`config.mk`:
```
export PLATFORM = sky130hd
export DESIGN_NAME = mxrv_trap_ctrl
export DESIGN_NICKNAME = d
export VERILOG_FILES = /design/src/rtl/mxrv_trap_ctrl.sv
export SDC_FILE = /design/constraint.sdc
export NUM_CORES = 1
export LEC_CHECK = 0
export CAP_MARGIN = 20
export CORE_ASPECT_RATIO = 0.5
export CORE_MARGIN = 5
export CORE_UTILIZATION = 46
export CTS_BUF_LIST = sky130_fd_sc_hd__clkbuf_2
export DETAILED_ROUTE_END_ITERATION = 8
export MAX_ROUTING_LAYER = met4
export PLACE_DENSITY = 0.85
export SETUP_SLACK_MARGIN = 0.5
export SYNTH_ARGS = -nofsm -noshare
export SYNTH_HDL_FRONTEND = slang
export SYNTH_SLANG_ARGS = --single-unit
```
`constraint.sdc`:
```
create_clock -name clk -period 2.9 [get_ports clk]
set_input_delay 0.29 -clock clk [delete_from_list [all_inputs] [get_ports clk]]
set_output_delay 0.29 -clock clk [all_outputs]
set_load 0.01 [all_outputs]
```
`src/rtl/mxrv_trap_ctrl.sv`:
```
// mxrv_trap_ctrl
// Trap and CSR-port controller for the mxrv core.
//
// This block owns the single CSR register-file port. The execute stage uses
// it while the block is idle. An internal sequencer takes the port for the
// ecall, machine-external-interrupt and mret sequences. The sequencer saves
// or restores mepc, mcause and mstatus, freezes the PC with hold_flag_o and
// redirects fetch with jump_flag_o / jump_addr_o.
//
// Ports
//   clk, rst                  : clock and synchronous active-high reset
//   ex_csr_req_i/we_i/addr_i/wdata_i : CSR access request from execute
//   ex_csr_gnt_o              : execute access performed this cycle
//   ex_csr_rdata_o            : read data (same as csr_rdata_i)
//   ecall_i, mret_i           : one-cycle retire pulses
//   irq_i                     : level-sensitive machine external interrupt
//   inst_addr_i               : PC of the instruction in execute
//   csr_addr_o/we_o/wdata_o   : CSR register-file port
//   csr_rdata_i               : combinational read of csr_addr_o
//   hold_flag_o, jump_flag_o, jump_addr_o : PC register control
module mxrv_trap_ctrl #(
  parameter logic [31:0] ECALL_CAUSE = 32'h0000_000B,
  parameter logic [31:0] IRQ_CAUSE   = 32'h8000_000B
) (
  input  logic        clk,
  input  logic        rst,
  input  logic        ex_csr_req_i,
  input  logic        ex_csr_we_i,
  input  logic [11:0] ex_csr_addr_i,
  input  logic [31:0] ex_csr_wdata_i,
  output logic        ex_csr_gnt_o,
  output logic [31:0] ex_csr_rdata_o,
  input  logic        ecall_i,
  input  logic        mret_i,
  input  logic        irq_i,
  input  logic [31:0] inst_addr_i,
  output logic [11:0] csr_addr_o,
  output logic        csr_we_o,
  output logic [31:0] csr_wdata_o,
  input  logic [31:0] csr_rdata_i,
  output logic        hold_flag_o,
  output logic        jump_flag_o,
  output logic [31:0] jump_addr_o
);

  localparam logic [11:0] CSR_MSTATUS = 12'h300;
  localparam logic [11:0] CSR_MTVEC   = 12'h305;
  localparam logic [11:0] CSR_MEPC    = 12'h341;
  localparam logic [11:0] CSR_MCAUSE  = 12'h342;

  typedef enum logic [3:0] {
    IDLE, T_RD_MST, T_WR_EPC, T_WR_CAUSE, T_WR_MST, T_RD_VEC,
    R_RD_EPC, R_RD_MST, R_WR_MST, JUMP
  } state_t;

  state_t      state_q, state_d;
  logic        mie_q;
  logic [31:0] cause_q, epc_q, tgt_q, mst_q;
  logic        hold_q, jump_q;

  logic ecall_acc, mret_acc, irq_acc;

  // Event acceptance in IDLE. An interrupt never steals a cycle in which
  // execute is using the port, so the ex access always completes first.
  always_comb begin
    ecall_acc = 1'b0;
    mret_acc  = 1'b0;
    irq_acc   = 1'b0;
    if (state_q == IDLE) begin
      ecall_acc = ecall_i;
      mret_acc  = !ecall_i && mret_i;
      irq_acc   = !ecall_i && !mret_i && irq_i && mie_q && !ex_csr_req_i;
    end
  end

  always_comb begin
    state_d = state_q;
    case (state_q)
      IDLE: begin
        if (ecall_acc || irq_acc) state_d = T_RD_MST;
        else if (mret_acc)        state_d = R_RD_EPC;
      end
      T_RD_MST:   state_d = T_WR_EPC;
      T_WR_EPC:   state_d = T_WR_CAUSE;
      T_WR_CAUSE: state_d = T_WR_MST;
      T_WR_MST:   state_d = T_RD_VEC;
      T_RD_VEC:   state_d = JUMP;
      R_RD_EPC:   state_d = R_RD_MST;
      R_RD_MST:   state_d = R_WR_MST;
      R_WR_MST:   state_d = JUMP;
      default:    state_d = IDLE;
    endcase
  end

  // CSR port multiplexer: execute in IDLE, sequencer everywhere else.
  always_comb begin
    csr_addr_o   = 12'h000;
    csr_we_o     = 1'b0;
    csr_wdata_o  = 32'h0;
    ex_csr_gnt_o = 1'b0;
    case (state_q)
      IDLE: begin
        csr_addr_o  = ex_csr_addr_i;
        csr_wdata_o = ex_csr_wdata_i;
        // An ecall/mret retiring this cycle owns the next cycles; the
        // coinciding ex access is dropped rather than half-performed.
        if (!(ecall_acc || mret_acc)) begin
          csr_we_o     = ex_csr_req_i && ex_csr_we_i;
          ex_csr_gnt_o = ex_csr_req_i;
        end
      end
      T_RD_MST: csr_addr_o = CSR_MSTATUS;
      T_WR_EPC: begin
        csr_addr_o  = CSR_MEPC;
        csr_we_o    = 1'b1;
        csr_wdata_o = epc_q;
      end
      T_WR_CAUSE: begin
        csr_addr_o  = CSR_MCAUSE;
        csr_we_o    = 1'b1;
        csr_wdata_o = cause_q;
      end
      T_WR_MST: begin
        // MPIE <- MIE, MIE <- 0
        csr_addr_o  = CSR_MSTATUS;
        csr_we_o    = 1'b1;
        csr_wdata_o = {mst_q[31:8], mst_q[3], mst_q[6:4], 1'b0, mst_q[2:0]};
      end
      T_RD_VEC: csr_addr_o = CSR_MTVEC;
      R_RD_EPC: csr_addr_o = CSR_MEPC;
      R_RD_MST: csr_addr_o = CSR_MSTATUS;
      R_WR_MST: begin
        // MIE <- MPIE, MPIE <- 1
        csr_addr_o  = CSR_MSTATUS;
        csr_we_o    = 1'b1;
        csr_wdata_o = {mst_q[31:8], 1'b1, mst_q[6:4], mst_q[7], mst_q[2:0]};
      end
      default: ;
    endcase
    // Reset aborts a sequence without letting the pending write commit.
    if (rst) begin
      csr_we_o     = 1'b0;
      ex_csr_gnt_o = 1'b0;
    end
  end

  always_ff @(posedge clk) begin
    if (rst) begin
      state_q <= IDLE;
      mie_q   <= 1'b0;
      cause_q <= 32'h0;
      epc_q   <= 32'h0;
      tgt_q   <= 32'h0;
      mst_q   <= 32'h0;
      hold_q  <= 1'b0;
      jump_q  <= 1'b0;
    end else begin
      state_q <= state_d;
      hold_q  <= (state_d != IDLE) && (state_d != JUMP);
      jump_q  <= (state_d == JUMP);
      if (ecall_acc) begin
        cause_q <= ECALL_CAUSE;
        epc_q   <= inst_addr_i;
      end else if (irq_acc) begin
        cause_q <= IRQ_CAUSE;
        epc_q   <= inst_addr_i;
      end
      case (state_q)
        T_RD_MST, R_RD_MST: mst_q <= csr_rdata_i;
        T_RD_VEC:           tgt_q <= csr_rdata_i & ~32'h3;
        R_RD_EPC:           tgt_q <= csr_rdata_i;
        default: ;
      endcase
      // Shadow of mstatus.MIE, fed by whichever master wrote mstatus.
      if (csr_we_o && (csr_addr_o == CSR_MSTATUS)) mie_q <= csr_wdata_o[3];
    end
  end

  assign hold_flag_o    = hold_q;
  assign jump_flag_o    = jump_q;
  assign jump_addr_o    = tgt_q;
  assign ex_csr_rdata_o = csr_rdata_i;

endmodule

```
==> results of run 1 <==
-- where the power goes --
part	internal [mW]	total (mW)	switching (mW)	leakage, nW
clock	0.371	0.862	0.491	0.0912
sequential	1.73	1.90	0.174	0.857
combinational	1.83	3.80	1.97	2.07
-- cell usage in the layout (no fill, tap or decap), drive strengths merged, types with 2 or more instances in the layout --
| master | count |
|---|---|
| o21a | 3 |
| dfxtp | 105 |
| o21ai | 5 |
| nor4 | 4 |
| a221o | 3 |
| buf | 89 |
| nand2b | 6 |
| a222oi | 27 |
| clkinv | 3 |
| nor2 | 20 |
| a22oi | 3 |
| and2 | 6 |
| nand2 | 199 |
| a211oi | 3 |
| clkbuf | 15 |
| a22o | 2 |
| mux2 | 2 |
| bufinv | 3 |
| nor4b | 2 |
| a2111oi | 2 |
| a21oi | 106 |
| a211o | 2 |
| clkdlybuf4s50 | 179 |
| dlygate4sd2 | 4 |
| nor3 | 2 |
| nor2b | 6 |
| nor4bb | 2 |
| inv | 30 |
-- metal layers --
metal | up-vias | track usage | wire [um]
met5 | - | - | 0
li1 | 2539 | - | -
met3 | 49 | 0.0672 | 1650
met2 | 300 | 0.484 | 9410
met4 | 0 | 0.118 | 545
met1 | 2601 | 0.330 | 7160
-- through the flow --
| step | setup WS (ns) | total power [mW] |
|---|---|---|
| final | 0.427 | 6.56 |
| after global routing | 0.324 | 6.90 |
| after CTS | 0.323 | 6.19 |
| after detailed placement | 0.444 | 4.90 |
| after global placement | 0.530 | 4.83 |
| after floorplan | 0.784 | 3.49 |
-- cell families (layout without fill, tap and decap cells) --
kind of cell | Yosys count | in the layout | share of synthesized area
flops | 105 | 105 | 0.436
compound gates | 163 | 163 | 0.215
simple gates | 252 | 252 | 0.222
mux | 2 | 2 | 0.00545
buf+inv | 113 | 324 | 0.117
xor+xnor | 2 | 2 | 0.00364
-- sequential cells by signal, summed over array words and instances (netlist names) --
register	cells
jump_flag_o	1
mst_q	32
cause_q	2
hold_flag_o	1
state_q	4
jump_addr_o	32
epc_q	32
mie_q	1
-- worst max path at each step --
stage	slack (ns)	end	cells past startpoint	start
5_1_grt	0.32	csr_wdata_o[17]	7	state_q[1]$_SDFF_PP0_
4_1_cts	0.32	csr_wdata_o[1]	7	state_q[0]$_SDFF_PP0_
3_3_place_gp	0.53	mst_q[8]$_SDFFE_PP0P_	5	state_q[1]$_SDFF_PP0_
3_5_place_dp	0.44	mst_q[5]$_SDFFE_PP0P_	5	state_q[1]$_SDFF_PP0_
2_1_floorplan	0.78	mie_q$_SDFFE_PP0P_	7	state_q[1]$_SDFF_PP0_
6_report	0.43	csr_wdata_o[31]	8	state_q[1]$_SDFF_PP0_
-- final cells by class --
| cell class | instances | area share |
|---|---|---|
| Sequential cell | 105 | 0.280 |
| Clock inverter | 6 | 0.0141 |
| Clock buffer | 10 | 0.00662 |
| Multi-Input combinational cell | 419 | 0.303 |
| Tap cell | 140 | 0.0232 |
| Timing Repair Buffer | 278 | 0.359 |
| Inverter | 30 | 0.0149 |
-- worst min-delay path, stage by stage --
cell	delay, ns
buf_4	0.15
nor2b_1	0.12
mux2_4	0.15
-- repair_timing --
| item | in CTS | in global routing |
|---|---|---|
| buffers inserted | 19 | 8 |
| pin swaps | 32 | 31 |
| gates cloned | 5 | 2 |
| setup endpoints to repair | 78 | 43 |
| resized for setup | 176 | 74 |
==> key figures, run 1 <==
Place
  • Final GP Congestion: between 0.8 and 0.9
  • Area after DPL: 6970 sq um
  • Detail Placement HPWL: roughly 12 mm
  • Inst Count DP: 938
  • Number of port buffers: ~230

Clock network
  • Clk slew on worst S/H paths: between 0.2 and 0.3 ns
  • Hold buffer count at CTS: 0
  • Inserted Clock Buffers: 9
  • CTS Buffer Depth: 2
  • CTS tree: built
  • Clock root buffer: clkbuf_2
  • Num Clock Sinks: ~110
  • H-tree depth: 3
  • Worst skew pair latency: approximately 0.6 ns

Yosys
  • Share of the synthesized area in the top cell type: 0.436
  • Top cells by area, synth: dfxtp_1 (44%), nand2_1 (16%), a21oi_1 (11%), a222oi_1 (5.6%), buf_4 (5.0%)
  • Yosys top cell by area: dfxtp_1
  • Sequential fraction of the synthesis area: 0.436
  • Netlist cell types: 46
  • Mapped Cells: 637
  • Number of register bits inferred by synthesis: approximately 110
  • Synth async-reset ratio: 0
  • Post-synth EDFFs: 0
  • Syn. warnings: 0
  • Area of the mapped netlist: 4820 sq um
  • Most frequent cell after synthesis: nand2_1
  • Synth Net Count: about 750
  • Prevailing post-synth register cell: dfxtp_1
  • Synth cell count leaders: nand2_1 (199), a21oi_1 (106), dfxtp_1 (105), clkbuf_1 (42), buf_4 (32)
  • Syn Area/Cell: ~7.6 sq um

Setup path
  • Top cell by count, worst path: buf_6
  • Critical Path Max Stage Delay: ~0.43 ns
  • Buf+Inv Stages, Crit Path: 4
  • Critical path data arrival time: roughly 2.2 ns
  • Register-to-Register Path Depth: 6
  • Reg2Reg Capture Point: mst_q[5]$_SDFFE_PP0P_
  • Crit path max-delay family: buffers and inverters
  • Slowest cell on the critical path: dfxtp_4
  • Crit path kind: register to primary output
  • WP data required: roughly 2.6 ns
  • Worst-path cell chain: buf_6 > buf_12 > buf_6 > and3_4 > a21oi_2 > nor3_2 > a221o_1 > buf_6
  • CP startpoint kind: register
  • Critical path peak fanout: 4
  • Reg2reg setup slack: 0.66 ns
  • Nature of the critical path endpoint: primary output
  • FF-to-FF Start: state_q[1]$_SDFF_PP0_

Global route
  • Vias in the first global route: 5410
  • Pin count of the biggest net entering global routing: 67
  • Total GRT Usage: 0.284
  • Initial antenna violation count: 0
  • Global-route wire length before repair: between 20 and 30 mm
  • Grt total ovfl: 0

Routing
  • Routed WL: ~19 mm
  • Avg Vias per Cell: 5.56
  • Vias: about 5500
  • Wire length per cell: ~19 um
  • Routed Antenna Nets: 0
  • DR iter-0 viols: between 500 and 600
  • DRC errors left: 1
  • Drt first pass iters: 8

Floorplanning
  • Die Wd: approximately 150 um
  • IO Count: approximately 230
  • Rows: 26
  • Die ar.: 12700 sq um
  • Starting density of the core: 0.471
  • Die height: between 80 and 90 um
  • Core ar.: a little over 10000 sq um

Layout
  • FF+latch area: 2120 sq um
  • Multi-input gate area: 2290 sq um
  • Layout Cells excl Fill: 988
  • Net count, final: roughly 960
  • Final core utilization: 0.741
  • Layout fillers: 769
  • Final instance area: 7560 sq um
  • Antenna diodes: 0
  • Layout cells sized above 1: 0.169
  • Area Growth Syn to Fin: 57.1%

STA
  • RSZ-0062 raised after global routing: true
  • Hold Violations, Final: 0
  • Worst Max-Slew Pin Slew: just under 0.8 ns
  • Setup Skew: 0.0238 ns
  • Setup-failing EPs final: 0
  • Period utilisation layout: 0.853
  • Tmin final: between 2 and 2.5 ns
  • Final slew viol count: 0
  • Fmax: between 400 and 500 MHz
  • Headroom to the max-slew limit: 0.479
  • Hold slack: approximately 0.1 ns
  • Setup TNS: 0 ns

Min path
  • Worst hold start: rst
  • Hold Crit Depth: 3
  • Class of the worst hold path: primary input to register
  • Hold path endpoint: mie_q$_SDFFE_PP0P_

Status
  • Failing checks: design-rule violations
  • Outcome: finished with violations

Power
  • Peak VDD IR: around 410 uV
  • Pwr Density: between 800 and 900 nW/um^2
  • LEAKAGE: between 3 and 4 nW

Run
  • Max cap viols: 0
Power figures use the tool's default switching activity.
==> inputs of run 2 (changes only) <==
--- a/config.mk
+++ b/config.mk
@@ -14,6 +14,7 @@
 export MAX_ROUTING_LAYER = met4
 export PLACE_DENSITY = 0.85
 export SETUP_SLACK_MARGIN = 0.5
+export SLEW_MARGIN = 20
 export SYNTH_ARGS = -nofsm -noshare
 export SYNTH_HDL_FRONTEND = slang
 export SYNTH_SLANG_ARGS = --single-unit
==> results of run 2 <==
Same layout as run 1: the final DEF is identical, and so are final timing and power.
